$ cat config.mk
export PLATFORM = sky130hd
export DESIGN_NAME = fabosc_reset_sequencer
export DESIGN_NICKNAME = d
export VERILOG_FILES = /design/src/rtl/fabosc_reset_sequencer.sv
export SDC_FILE = /design/constraint.sdc
export NUM_CORES = 1
export LEC_CHECK = 0
export ABC_AREA = 1
export CORE_UTILIZATION = 44
export CTS_BUF_LIST = sky130_fd_sc_hd__clkbuf_8
export CTS_CLUSTER_SIZE = 8
export DETAILED_ROUTE_END_ITERATION = 12
export DONT_BUFFER_PORTS = 1
export GPL_TIMING_DRIVEN = 0
export PLACE_DENSITY = 0.66
export SKIP_LAST_GASP = 1
export SYNTH_ARGS = -nofsm -noshare
export SYNTH_HDL_FRONTEND = slang
export SYNTH_SLANG_ARGS = --single-unit
export TNS_END_PERCENT = 10
$ cat constraint.sdc
create_clock -name CLK_BASE -period 1.7 [get_ports CLK_BASE]
set_clock_uncertainty 0.1 [all_clocks]
set_input_delay 0.17 -clock CLK_BASE [delete_from_list [all_inputs] [get_ports CLK_BASE]]
set_output_delay 0.17 -clock CLK_BASE [all_outputs]
set_load 0.1 [all_outputs]
$ cat src/rtl/fabosc_reset_sequencer.sv
// Fabric reset sequencer and timebase on the fabric RC-oscillator clock.
// Fabric reset stays asserted until init, lock and user reset request are all
// qualified and lock has been stable; then 1 us / 1 ms strobes run freely.
// Optional build macro: FABOSC_LOCK_TIMEOUT_EN (sticky WAIT_LOCK timeout flag).
module fabosc_reset_sequencer #(
  parameter int unsigned CLK_FREQ_MHZ        = 50,
  parameter int unsigned LOCK_STABLE_CYCLES  = 1024,
  parameter int unsigned RESET_HOLD_CYCLES   = 16,
  parameter int unsigned LOCK_TIMEOUT_CYCLES = 65536
) (
  input  logic CLK_BASE,
  input  logic POWER_ON_RESET_N,
  input  logic INIT_DONE,
  input  logic CCC_LOCK,
  input  logic FAB_RESET_N,
  input  logic CLR_LOST,
  output logic FAB_RESET_N_OUT,
  output logic READY,
  output logic TICK_1US,
  output logic TICK_1MS,
  output logic LOCK_LOST,
  output logic LOCK_TIMEOUT
);

  localparam int unsigned STAB_W = $clog2(LOCK_STABLE_CYCLES) + 1;
  localparam int unsigned HOLD_W = $clog2(RESET_HOLD_CYCLES) + 1;
  localparam int unsigned US_W   = $clog2(CLK_FREQ_MHZ) + 1;
  localparam int unsigned MS_W   = $clog2(1000) + 1;

  localparam logic [STAB_W-1:0] STAB_LAST = STAB_W'(LOCK_STABLE_CYCLES - 1);
  localparam logic [HOLD_W-1:0] HOLD_LAST = HOLD_W'(RESET_HOLD_CYCLES - 1);
  localparam logic [US_W-1:0]   US_LAST   = US_W'(CLK_FREQ_MHZ - 1);
  localparam logic [US_W-1:0]   US_PRE    = US_W'(CLK_FREQ_MHZ - 2);
  localparam logic [MS_W-1:0]   MS_LAST   = MS_W'(999);

  // Reject parameter values the counters cannot honour
  if (CLK_FREQ_MHZ < 2 || LOCK_STABLE_CYCLES < 2 || RESET_HOLD_CYCLES < 1 ||
      LOCK_TIMEOUT_CYCLES < 1) begin : g_param_check
    $error("fabosc_reset_sequencer: parameter out of range");
  end

  typedef enum logic [2:0] {
    S_WAIT_LOCK,
    S_STABLE,
    S_HOLD,
    S_RUN,
    S_LOST
  } state_t;

  state_t            state;
  logic [2:0]        sync1;
  logic [2:0]        sync2;
  logic              qual_init;
  logic              qual_lock;
  logic              qual_usr;
  logic              go_c;
  logic              lost_set_c;
  logic [STAB_W-1:0] stab_cnt;
  logic [HOLD_W-1:0] hold_cnt;
  logic              run_q;
  logic [US_W-1:0]   us_cnt;
  logic [MS_W-1:0]   ms_cnt;

  // Two-flop synchronisers for the asynchronous qualifiers {init, lock, usr}
  always_ff @(posedge CLK_BASE or negedge POWER_ON_RESET_N) begin
    if (!POWER_ON_RESET_N) begin
      sync1 <= 3'b000;
      sync2 <= 3'b000;
    end else begin
      sync1 <= {INIT_DONE, CCC_LOCK, FAB_RESET_N};
      sync2 <= sync1;
    end
  end

  assign qual_init = sync2[2];
  assign qual_lock = sync2[1];
  assign qual_usr  = sync2[0];

  // Release qualifier and lock-loss detect
  always_comb begin
    go_c       = qual_init & qual_lock & qual_usr;
    lost_set_c = (state == S_RUN) && !qual_lock;
  end

  // Sequencer: stabilise, hold, run; any dropped qualifier restarts the sequence
  always_ff @(posedge CLK_BASE or negedge POWER_ON_RESET_N) begin
    if (!POWER_ON_RESET_N) begin
      state    <= S_WAIT_LOCK;
      stab_cnt <= '0;
      hold_cnt <= '0;
      run_q    <= 1'b0;
    end else begin
      run_q <= 1'b0;
      case (state)
        S_WAIT_LOCK: begin
          stab_cnt <= '0;
          if (go_c) state <= S_STABLE;
        end
        S_STABLE: begin
          if (!go_c) begin
            state    <= S_WAIT_LOCK;
            stab_cnt <= '0;
          end else if (stab_cnt == STAB_LAST) begin
            state    <= S_HOLD;
            hold_cnt <= '0;
          end else begin
            stab_cnt <= stab_cnt + STAB_W'(1);
          end
        end
        S_HOLD: begin
          if (!go_c) begin
            state <= S_WAIT_LOCK;
          end else if (hold_cnt == HOLD_LAST) begin
            state <= S_RUN;
            run_q <= 1'b1;
          end else begin
            hold_cnt <= hold_cnt + HOLD_W'(1);
          end
        end
        S_RUN: begin
          if (!qual_lock)  state <= S_LOST;
          else if (!go_c)  state <= S_WAIT_LOCK;
          else             run_q <= 1'b1;
        end
        S_LOST:  state <= S_WAIT_LOCK;
        default: state <= S_WAIT_LOCK;
      endcase
    end
  end

  assign FAB_RESET_N_OUT = run_q;
  assign READY           = run_q;

  // Sticky lock-lost flag; a new loss beats a simultaneous clear
  always_ff @(posedge CLK_BASE or negedge POWER_ON_RESET_N) begin
    if (!POWER_ON_RESET_N)  LOCK_LOST <= 1'b0;
    else if (lost_set_c)    LOCK_LOST <= 1'b1;
    else if (CLR_LOST)      LOCK_LOST <= 1'b0;
  end

  // Free-running 1 us / 1 ms strobes, registered so they align with the counts
  always_ff @(posedge CLK_BASE or negedge POWER_ON_RESET_N) begin
    if (!POWER_ON_RESET_N) begin
      us_cnt   <= '0;
      ms_cnt   <= '0;
      TICK_1US <= 1'b0;
      TICK_1MS <= 1'b0;
    end else begin
      if (us_cnt == US_LAST) begin
        us_cnt <= '0;
        ms_cnt <= (ms_cnt == MS_LAST) ? '0 : ms_cnt + MS_W'(1);
      end else begin
        us_cnt <= us_cnt + US_W'(1);
      end
      TICK_1US <= (us_cnt == US_PRE);
      TICK_1MS <= (us_cnt == US_PRE) && (ms_cnt == MS_LAST);
    end
  end

`ifdef FABOSC_LOCK_TIMEOUT_EN
  localparam int unsigned WAIT_W = $clog2(LOCK_TIMEOUT_CYCLES) + 1;
  localparam logic [WAIT_W-1:0] WAIT_LAST = WAIT_W'(LOCK_TIMEOUT_CYCLES - 1);

  logic [WAIT_W-1:0] wait_cnt;
  logic              timeout_q;
  logic              enter_hold_c;

  assign enter_hold_c = (state == S_STABLE) && go_c && (stab_cnt == STAB_LAST);

  // Time spent waiting for lock; saturates and raises a sticky timeout
  always_ff @(posedge CLK_BASE or negedge POWER_ON_RESET_N) begin
    if (!POWER_ON_RESET_N) begin
      wait_cnt  <= '0;
      timeout_q <= 1'b0;
    end else begin
      if (enter_hold_c)
        wait_cnt <= '0;
      else if ((state == S_WAIT_LOCK || state == S_STABLE) && wait_cnt != WAIT_LAST)
        wait_cnt <= wait_cnt + WAIT_W'(1);
      if (wait_cnt == WAIT_LAST) timeout_q <= 1'b1;
      else if (CLR_LOST)         timeout_q <= 1'b0;
    end
  end

  assign LOCK_TIMEOUT = timeout_q;
`else
  assign LOCK_TIMEOUT = 1'b0;
`endif

endmodule

# Word level (Yosys, flattened, before mapping)
# Cells that the tools add are included.
totals:
  regBits: 47
  word_cells: 69
classes:
  addsub: 4
  eq_ne: 17
  n_mux: 25
  bitwise: 2
  reduce_logical: 10
op_table:
  columns: ["cell", "n"]
  rows:
  - ["$mux 11", 3]
  - ["$add 11x1->11 const B", 2]
  - ["$eq 11x10->1 const B", 2]
  - ["$pmux 11 s2", 1]
  - ["$mux 3", 7]
  - ["$mux 5", 4]
  - ["$eq 7x6->1 const B", 2]
  - ["$ne 3x3->1 const B", 4]
  - ["$pmux 3 s4", 1]
  - ["$ne 2x2->1 const B", 5]
  - ["$pmux 5 s2", 1]
  - ["$add 7x1->7 const B", 1]
  - ["$mux 7", 1]
  - ["$eq 3x2->1 const B", 2]
  - ["$mux 1", 6]
  - ["$reduce_bool 2->1", 3]
  - ["$add 5x1->5 const B", 1]
  - ["$eq 5x4->1 const B", 1]
  - ["$reduce_and 5->1", 1]
  - ["$reduce_and 4->1", 1]
  - ["$eq 3x1->1 const B", 1]
  - ["$logic_not 3->1", 1]
  - ["$and 1x1->1", 2]
  - ["$logic_and 1x1->1", 2]
  - ["other kinds (3)", 3]

# Longest topological paths before layout
# Gate-level depths: netlist (run 1).
logic_depth:
  ltp_word: 5
  ltp_mapped: 10
  mapped_depth_nobuf: 10

# Worst setup path before layout (run 1)
# OpenSTA, ideal clock, no wires.
synth_path:
  path_kind: "reg2out"
  from: "reg run_q (netlist: FAB_RESET_N_OUT)"
  to: "out READY"
  t_arrival_ns: 1.324
  setup_slack_ns: 0.106
  path_stages_with_launch: 2
  path_buffers: 1
  path_cell_list: "dfrtp_1 > buf_4"
synth_lines:
  columns: ["element", "line", "source"]
  rows:
  - ["from (decl)", "60", "logic run_q;"]
  - ["from (signal assigned)", "91", "run_q <= 1'b0;"]
  - ["from (signal assigned)", "93", "run_q <= 1'b0;"]
  - ["from (signal assigned)", "115", "run_q <= 1'b1;"]
  - ["to (decl)", "18", "output logic READY,"]
# No word-level cell between the ends.

# Worst setup path in the final report (run 1)
layout_path:
  from: "reg run_q (netlist: FAB_RESET_N_OUT)"
  to: "out READY"
# No word-level cell between the ends.

==> results of run 1 <==
## routing by layer
| layer | vias to the layer above | global-route usage | routed length, µm |
|---|---|---|---|
| met1 | 947 | 0.230 | 2220 |
| met3 | 9 | 0.0353 | 140 |
| met4 | 0 | 0.0698 | 78 |
| li1 | 1048 | - | - |
| met5 | - | 0 | 0 |
| met2 | 25 | 0.291 | 2330 |
## worst max path at each step
stage	startpoint	end	slack, ns	cells after the start
2_1_floorplan	FAB_RESET_N_OUT$_DFF_PN0_	READY	0.11	1
6_report	FAB_RESET_N_OUT$_DFF_PN0_	READY	0.05	1
4_1_cts	stab_cnt[1]$_DFFE_PN0P_	stab_cnt[8]$_DFFE_PN0P_	0.002	9
3_3_place_gp	stab_cnt[1]$_DFFE_PN0P_	stab_cnt[5]$_DFFE_PN0P_	0.07	9
5_1_grt	stab_cnt[0]$_DFFE_PN0P_	stab_cnt[8]$_DFFE_PN0P_	-0.06	9
3_5_place_dp	stab_cnt[1]$_DFFE_PN0P_	stab_cnt[8]$_DFFE_PN0P_	0.02	9
## timing repair
item	in CTS	in global routing
resized for setup	1	8
setup endpoints to repair	1	19
cloned	0	0
pin swaps	0	6
hold buffers	6	0
setup buffers	0	7
hold endpoints to repair	51	0
## worst register-to-register path: stages (launching register included)
cell and delay, ns:
dfrtp_1 0.43, inv_2 0.09, nor3_4 0.28, nand2_1 0.17, nand3_4 0.18, clkinv_4 0.12, nand2_1 0.09, o21ai_2 0.05
## cell usage after synthesis, types with 4 or more instances
| cell type | number |
|---|---|
| nand2_2 | 6 |
| inv_1 | 41 |
| nor2_1 | 29 |
| nand4_1 | 13 |
| o21ai_2 | 5 |
| inv_2 | 5 |
| nor3_1 | 9 |
| o21ai_0 | 14 |
| a21oi_1 | 5 |
| ha_1 | 7 |
| xor2_1 | 4 |
| nand2_1 | 78 |
| nand3_1 | 21 |
| nand3_2 | 5 |
| dfrtp_1 | 47 |
## per-stage QoR
stage	cell area (µm²)	setup WS, ns	setup TNS (ns)
final	2910	0.0522	0
after global routing	2910	-0.0586	-0.346
after CTS	2820	0.00185	0
after detailed placement	2610	0.0173	0
after global placement	2610	0.0668	0
after floorplan	2520	0.106	0
## registers in the layout, summed over array words and instances (netlist names)
register,cells
FAB_RESET_N_OUT,1
LOCK_LOST,1
TICK_1MS,1
TICK_1US,1
hold_cnt,5
ms_cnt,11
stab_cnt,11
state,3
sync1,3
sync2,3
us_cnt,7
## final cells by class
type,count,share of cell area
Multi-Input combinational cell,216,0.403
Buffer,3,0.00689
Clock buffer,5,0.0237
Tap cell,72,0.0310
Inverter,48,0.0637
Clock inverter,3,0.0220
Timing Repair Buffer,13,0.0448
Sequential cell,47,0.405
## cells in the final DEF, fill, tap and decap left out, drive strengths merged
master,Yosys,final
nor3b,3,3
o22ai,1,1
conb,1,1
o21ai,20,20
or2,2,2
xnor2,1,1
o21bai,1,1
buf,3,11
nand4,13,13
nor3,10,10
o211ai,1,1
inv,47,47
nand2,84,84
nor2,34,34
dlygate4sd3,0,5
o2111ai,1,1
xor2,4,4
clkbuf,0,5
ha,7,7
nand3,26,26
dfrtp,47,47
and2,1,1
nor4,1,1
bufinv,0,2
clkinv,1,2
a21oi,5,5
## cell families (layout without fill, tap and decap cells)
family	Yosys count	in the layout	synth area share
other	1	1	0.00149
and+or+nand+nor	174	174	0.330
buffers and inverters	51	72	0.0805
DFF	47	47	0.467
adders and majority gates	7	7	0.0348
AOI/OAI and AO/OA	29	29	0.0691
xor gates and xnor gates	5	5	0.0174
## power by group through the flow
| stage | clock network [mW] | registers [mW] | logic [mW] |
|---|---|---|---|
| CTS | 1.01 | 1.22 | 0.503 |
| detailed placement | 0 | 1.24 | 0.459 |
| global route | 1.05 | 1.23 | 0.671 |
| finish | 0.973 | 1.22 | 0.599 |
| global placement | 0 | 1.24 | 0.452 |
| floorplan | 0 | 1.23 | 0.376 |
==> impl_metrics.json, run 1 <==
{
  "p_leak_nw": 1.41,
  "clk_pin_slew_ns": 0.09,
  "grt_first_pass_wirelength_mm": 8.47,
  "die-width_um": 77.7,
  "wl_per_cell_um": 11.7,
  "synth_area_per_cell_um2": 8.02,
  "synth_cell_type_count": 33,
  "synthFlopType": "dfrtp_1",
  "fin_crit_sh": 0.969,
  "reg2reg_depth": 7,
  "fp.coreArea_um2": 5510,
  "n_antenna_cell": 0,
  "synthArstFlopShare": 1.00,
  "ys_warn_count": 0,
  "max_freq_ghz": 0.607,
  "syn_to_final_growth_pct": 15.4,
  "slowest_delay_ns": 0.69,
  "tightest_slew_ns": 0.889,
  "tritoncts": "done",
  "overflow": 0,
  "die-area_um2": 6030,
  "synth_top_cell_by_area": "dfrtp_1",
  "arrival_ns": 1.38,
  "ff_latch_area_um2": 1180,
  "yosys-top-cells-area": "dfrtp_1 (47%), nand2_1 (12%), inv_1 (6.1%)",
  "synth_top_area_frac": 0.467,
  "worstSkewPairLatency_ns": 0.30,
  "startpoint_type": "flop",
  "htreeDepth": 2,
  "multi_input_area_um2": 1170,
  "cpMaxStageDelayCell": "dfrtp_2",
  "synth-seq-area-share": 0.467,
  "r2r_slack_ns": 0.10,
  "grt_max_degree": 48,
  "numCtsBuffers": 5,
  "status": "completed",
  "antenna_found_initial": 0,
  "drive_gt1_frac": 0.158,
  "setup_viol": 0,
  "path_cells": "buf_4",
  "postRouteWirelength_mm": 4.77,
  "final_util": 0.528,
  "fp.dieH_um": 77.7,
  "cap_violations": 0,
  "end_kind": "primary output",
  "drc": 0,
  "cp_max_fo": 2,
  "pwr-share-clk": 0.349,
  "design_power_total_mw": 2.79,
  "vias": 2029,
  "layout.cells.non_filler": 407,
  "num_io_pins": 12,
  "comb_power_share": 0.215,
  "port_buffers": 0,
  "gp_congestion": 0.821,
  "grt_pass1_vias": 1898,
  "p_int_mw": 1.92,
  "p_sw_frac": 0.312,
  "maxSlewHeadroom": 0.407,
  "dp_hpwl_mm": 3.35,
  "dr.pass1.iters": 4,
  "hold_depth": 0,
  "p_switching_mw": 0.870,
  "crit_required_ns": 1.43,
  "timing.rr.end": "stab_cnt[5]$_DFFE_PN0P_",
  "initialDrtViolationCount": 119,
  "p_per_area_nw_per_um2": 961,
  "hp-class": "reg -> reg",
  "cts_sinks": 47,
  "synthCells": 314,
  "p_seq_frac": 0.437,
  "synth_edf_count": 0,
  "hold_end": "sync2[0]$_DFF_PN0_",
  "hold_viol_final": 0,
  "min_period_ns": 1.65,
  "grt_usage": 0.178,
  "timing.rr.start": "state[0]$_DFFE_PN0P_",
  "holdCritStartpoint": "sync1[0]$_DFF_PN0_",
  "synth_seq_cells": 47,
  "ant_nets": 0,
  "root_buffer": "clkbuf_8",
  "ir_drop_uv": 475,
  "viasPerCell": 4.99,
  "crit_type": "reg -> out",
  "initial_utilization": 0.457,
  "rsz0062_at_grt": "yes",
  "fillers": 505,
  "worst-path-buf-inv": 1,
  "synth_nets": 327,
  "critPathTopFamily": "flip-flops",
  "maxSlewViolCount": 0,
  "place_inst": 386,
  "cts_buffer_depth": 2,
  "final_nets": 347,
  "row_count": 27,
  "netlist_area_um2": 2520,
  "holdWs_ns": 0.257
}
(Power assumes the default switching activity.)
==> run 2, diff against run 1 <==
--- a/config.mk
+++ b/config.mk
@@ -12,7 +12,6 @@
 export DETAILED_ROUTE_END_ITERATION = 12
 export DONT_BUFFER_PORTS = 1
 export GPL_TIMING_DRIVEN = 0
-export PLACE_DENSITY = 0.66
 export SKIP_LAST_GASP = 1
 export SYNTH_ARGS = -nofsm -noshare
 export SYNTH_HDL_FRONTEND = slang
==> run 2 against run 1 <==
  * Die area did not move
  * Largest cell class unchanged
  * Hold slack got worse by 0.0036 ns
  * Clock power fell by 32%
  * Combinational power fell by 4.5%
  * First-iteration DRC count fell by 10%
  * Fmax rose by 0.27%
  * Global-route usage fell by 0.47 points
==> impl_metrics.json, run 2 (synthesis results as in run 1) <==
{
  "crit_required_ns": 1.43,
  "initialDrtViolationCount": 107,
  "root_buffer": "clkbuf_8",
  "p_per_area_nw_per_um2": 875,
  "cpMaxStageDelayCell": "dfrtp_2",
  "overflow": 0,
  "clk_pin_slew_ns": 0.09,
  "hold_viol_final": 0,
  "vias": 1955,
  "worst_slack_ns": 0.0566,
  "fillers": 536,
  "numCtsBuffers": 5,
  "grt_pass1_vias": 1819,
  "placed_cell_area_um2": 2610,
  "min_period_ns": 1.64,
  "end_kind": "primary output",
  "htreeDepth": 2,
  "worstSkewPairLatency_ns": 0.31,
  "layout.cells.non_filler": 402,
  "drc": 0,
  "critPathTopFamily": "flip-flops",
  "final_nets": 342,
  "place_worst_setup_slack_ns": 0.0107,
  "top_regs": "ms_cnt (11), stab_cnt (11), us_cnt (7)",
  "initial_utilization": 0.457,
  "grt_max_degree": 48,
  "max_freq_ghz": 0.608,
  "place_inst": 386,
  "n_antenna_cell": 0,
  "cts_buffer_depth": 2,
  "port_buffers": 0,
  "die-width_um": 77.7,
  "layout_commonest_cell": "nand2_1",
  "cp_max_fo": 2,
  "grt_first_pass_wirelength_mm": 8.22,
  "cap_violations": 0,
  "startpoint_type": "flop",
  "die-area_um2": 6030,
  "hp-class": "in -> async",
  "final_cell_area_um2": 2800,
  "wl_per_cell_um": 11.5,
  "tritoncts": "done",
  "fp.coreArea_um2": 5510,
  "slowest_delay_ns": 0.69,
  "fp.dieH_um": 77.7,
  "status": "completed",
  "antenna_found_initial": 0,
  "fin_crit_sh": 0.967,
  "rsz0062_at_grt": "yes",
  "viasPerCell": 4.86,
  "num_io_pins": 12,
  "gp_congestion": 0.817,
  "syn_to_final_growth_pct": 11.3,
  "final_cell_mix": "nand2_1 (78), dfrtp_1 (46), inv_1 (43)",
  "fin_setup_tns_ns": 0,
  "postRouteWirelength_mm": 4.64,
  "dr.pass1.iters": 4,
  "p_leak_nw": 1.36,
  "grt_usage": 0.173,
  "arrival_ns": 1.37,
  "row_count": 27,
  "ant_nets": 0,
  "maxSlewHeadroom": 0.397,
  "path_cells": "buf_4",
  "dp_hpwl_mm": 3.26,
  "worst-path-buf-inv": 1,
  "crit_type": "reg -> out",
  "drive_gt1_frac": 0.133,
  "cts_sinks": 47,
  "setup_viol": 0,
  "maxSlewViolCount": 0,
  "tightest_slew_ns": 0.905,
  "ir_drop_uv": 371
}
==> run 2: changes by cell type in the layout (fill, tap and decap cells not counted), sizes merged <==
| cell | previous run | this run |
|---|---|---|
| inv | 47 | 48 |
| clkinv | 2 | 3 |
| bufinv | 2 | 0 |
| buf | 11 | 6 |
==> run 2: cell type report <==
type,instances,area (µm²),share of cell area
inverters,48,185,0.0660
multi-input cells,216,1160,0.413
flip-flops and latches,47,1180,0.420
repair buffers,8,92.6,0.0330
well taps,72,90.1,0.0321
clock buffers,5,68.8,0.0245
plain buffers,3,20.0,0.00714
clock inverters,3,12.5,0.00446
==> run 2: final timing paths <==
path / startpoint / end / slack, ns / cells past startpoint
max: FAB_RESET_N_OUT$_DFF_PN0_ / READY / 0.06 / 1
min: POWER_ON_RESET_N / ms_cnt[10]$_DFFE_PN0N_ / 0.25 / 2
max reg2reg: hold_cnt[0]$_DFFE_PN0P_ / hold_cnt[3]$_DFFE_PN0P_ / 0.10 / 8
min reg2reg: sync1[2]$_DFF_PN0_ / sync2[2]$_DFF_PN0_ / 0.25 / 0
max in group asynchronous: POWER_ON_RESET_N / FAB_RESET_N_OUT$_DFF_PN0_ / 1.01 / 2
min in group CLK_BASE: sync1[2]$_DFF_PN0_ / sync2[2]$_DFF_PN0_ / 0.25 / 0
==> run 2: report_power, final <==
part	leakage [nW]	internal, mW	switching (mW)
Combinational	0.689	0.178	0.394
Sequential	0.621	1.15	0.0646
Clock	0.0505	0.278	0.386
Total	1.36	1.61	0.845
==> run 2: metrics by stage <==
stage          power [mW]   util  hold WS (ns)
6_report             2.45  0.509         0.253
5_1_grt              2.60  0.509         0.270
4_1_cts              2.41  0.503         0.257
3_5_place_dp         1.71  0.474        -0.224
3_3_place_gp         1.70  0.474        -0.225
2_1_floorplan        1.61      -        -0.226
==> run 2: what timing repair did <==
| action | 4_1_cts | 5_1_grt |
|---|---|---|
| pin swaps | 0 | 2 |
| endpoints found under the hold margin | 51 | 0 |
| resized for setup | 1 | 4 |
| buffers inserted | 0 | 2 |
| hold buffers | 6 | 0 |
| setup endpoints to repair | 1 | 19 |
==> run 2: layer usage <==
| layer | vias up | routed length [µm] | global-route usage |
|---|---|---|---|
| met3 | 6 | 105 | 0.0353 |
| met4 | 0 | 76 | 0.0623 |
| met1 | 895 | 2490 | 0.235 |
| li1 | 1037 | - | - |
| met2 | 17 | 1970 | 0.272 |
| met5 | - | 0 | 0 |
==> run 3, diff against run 2 <==
--- a/config.mk
+++ b/config.mk
@@ -12,6 +12,7 @@
 export DETAILED_ROUTE_END_ITERATION = 12
 export DONT_BUFFER_PORTS = 1
 export GPL_TIMING_DRIVEN = 0
+export HOLD_SLACK_MARGIN = 0.05
 export SKIP_LAST_GASP = 1
 export SYNTH_ARGS = -nofsm -noshare
 export SYNTH_HDL_FRONTEND = slang
==> results of run 3 <==
Final layout, timing and power as in run 2 (identical DEF).
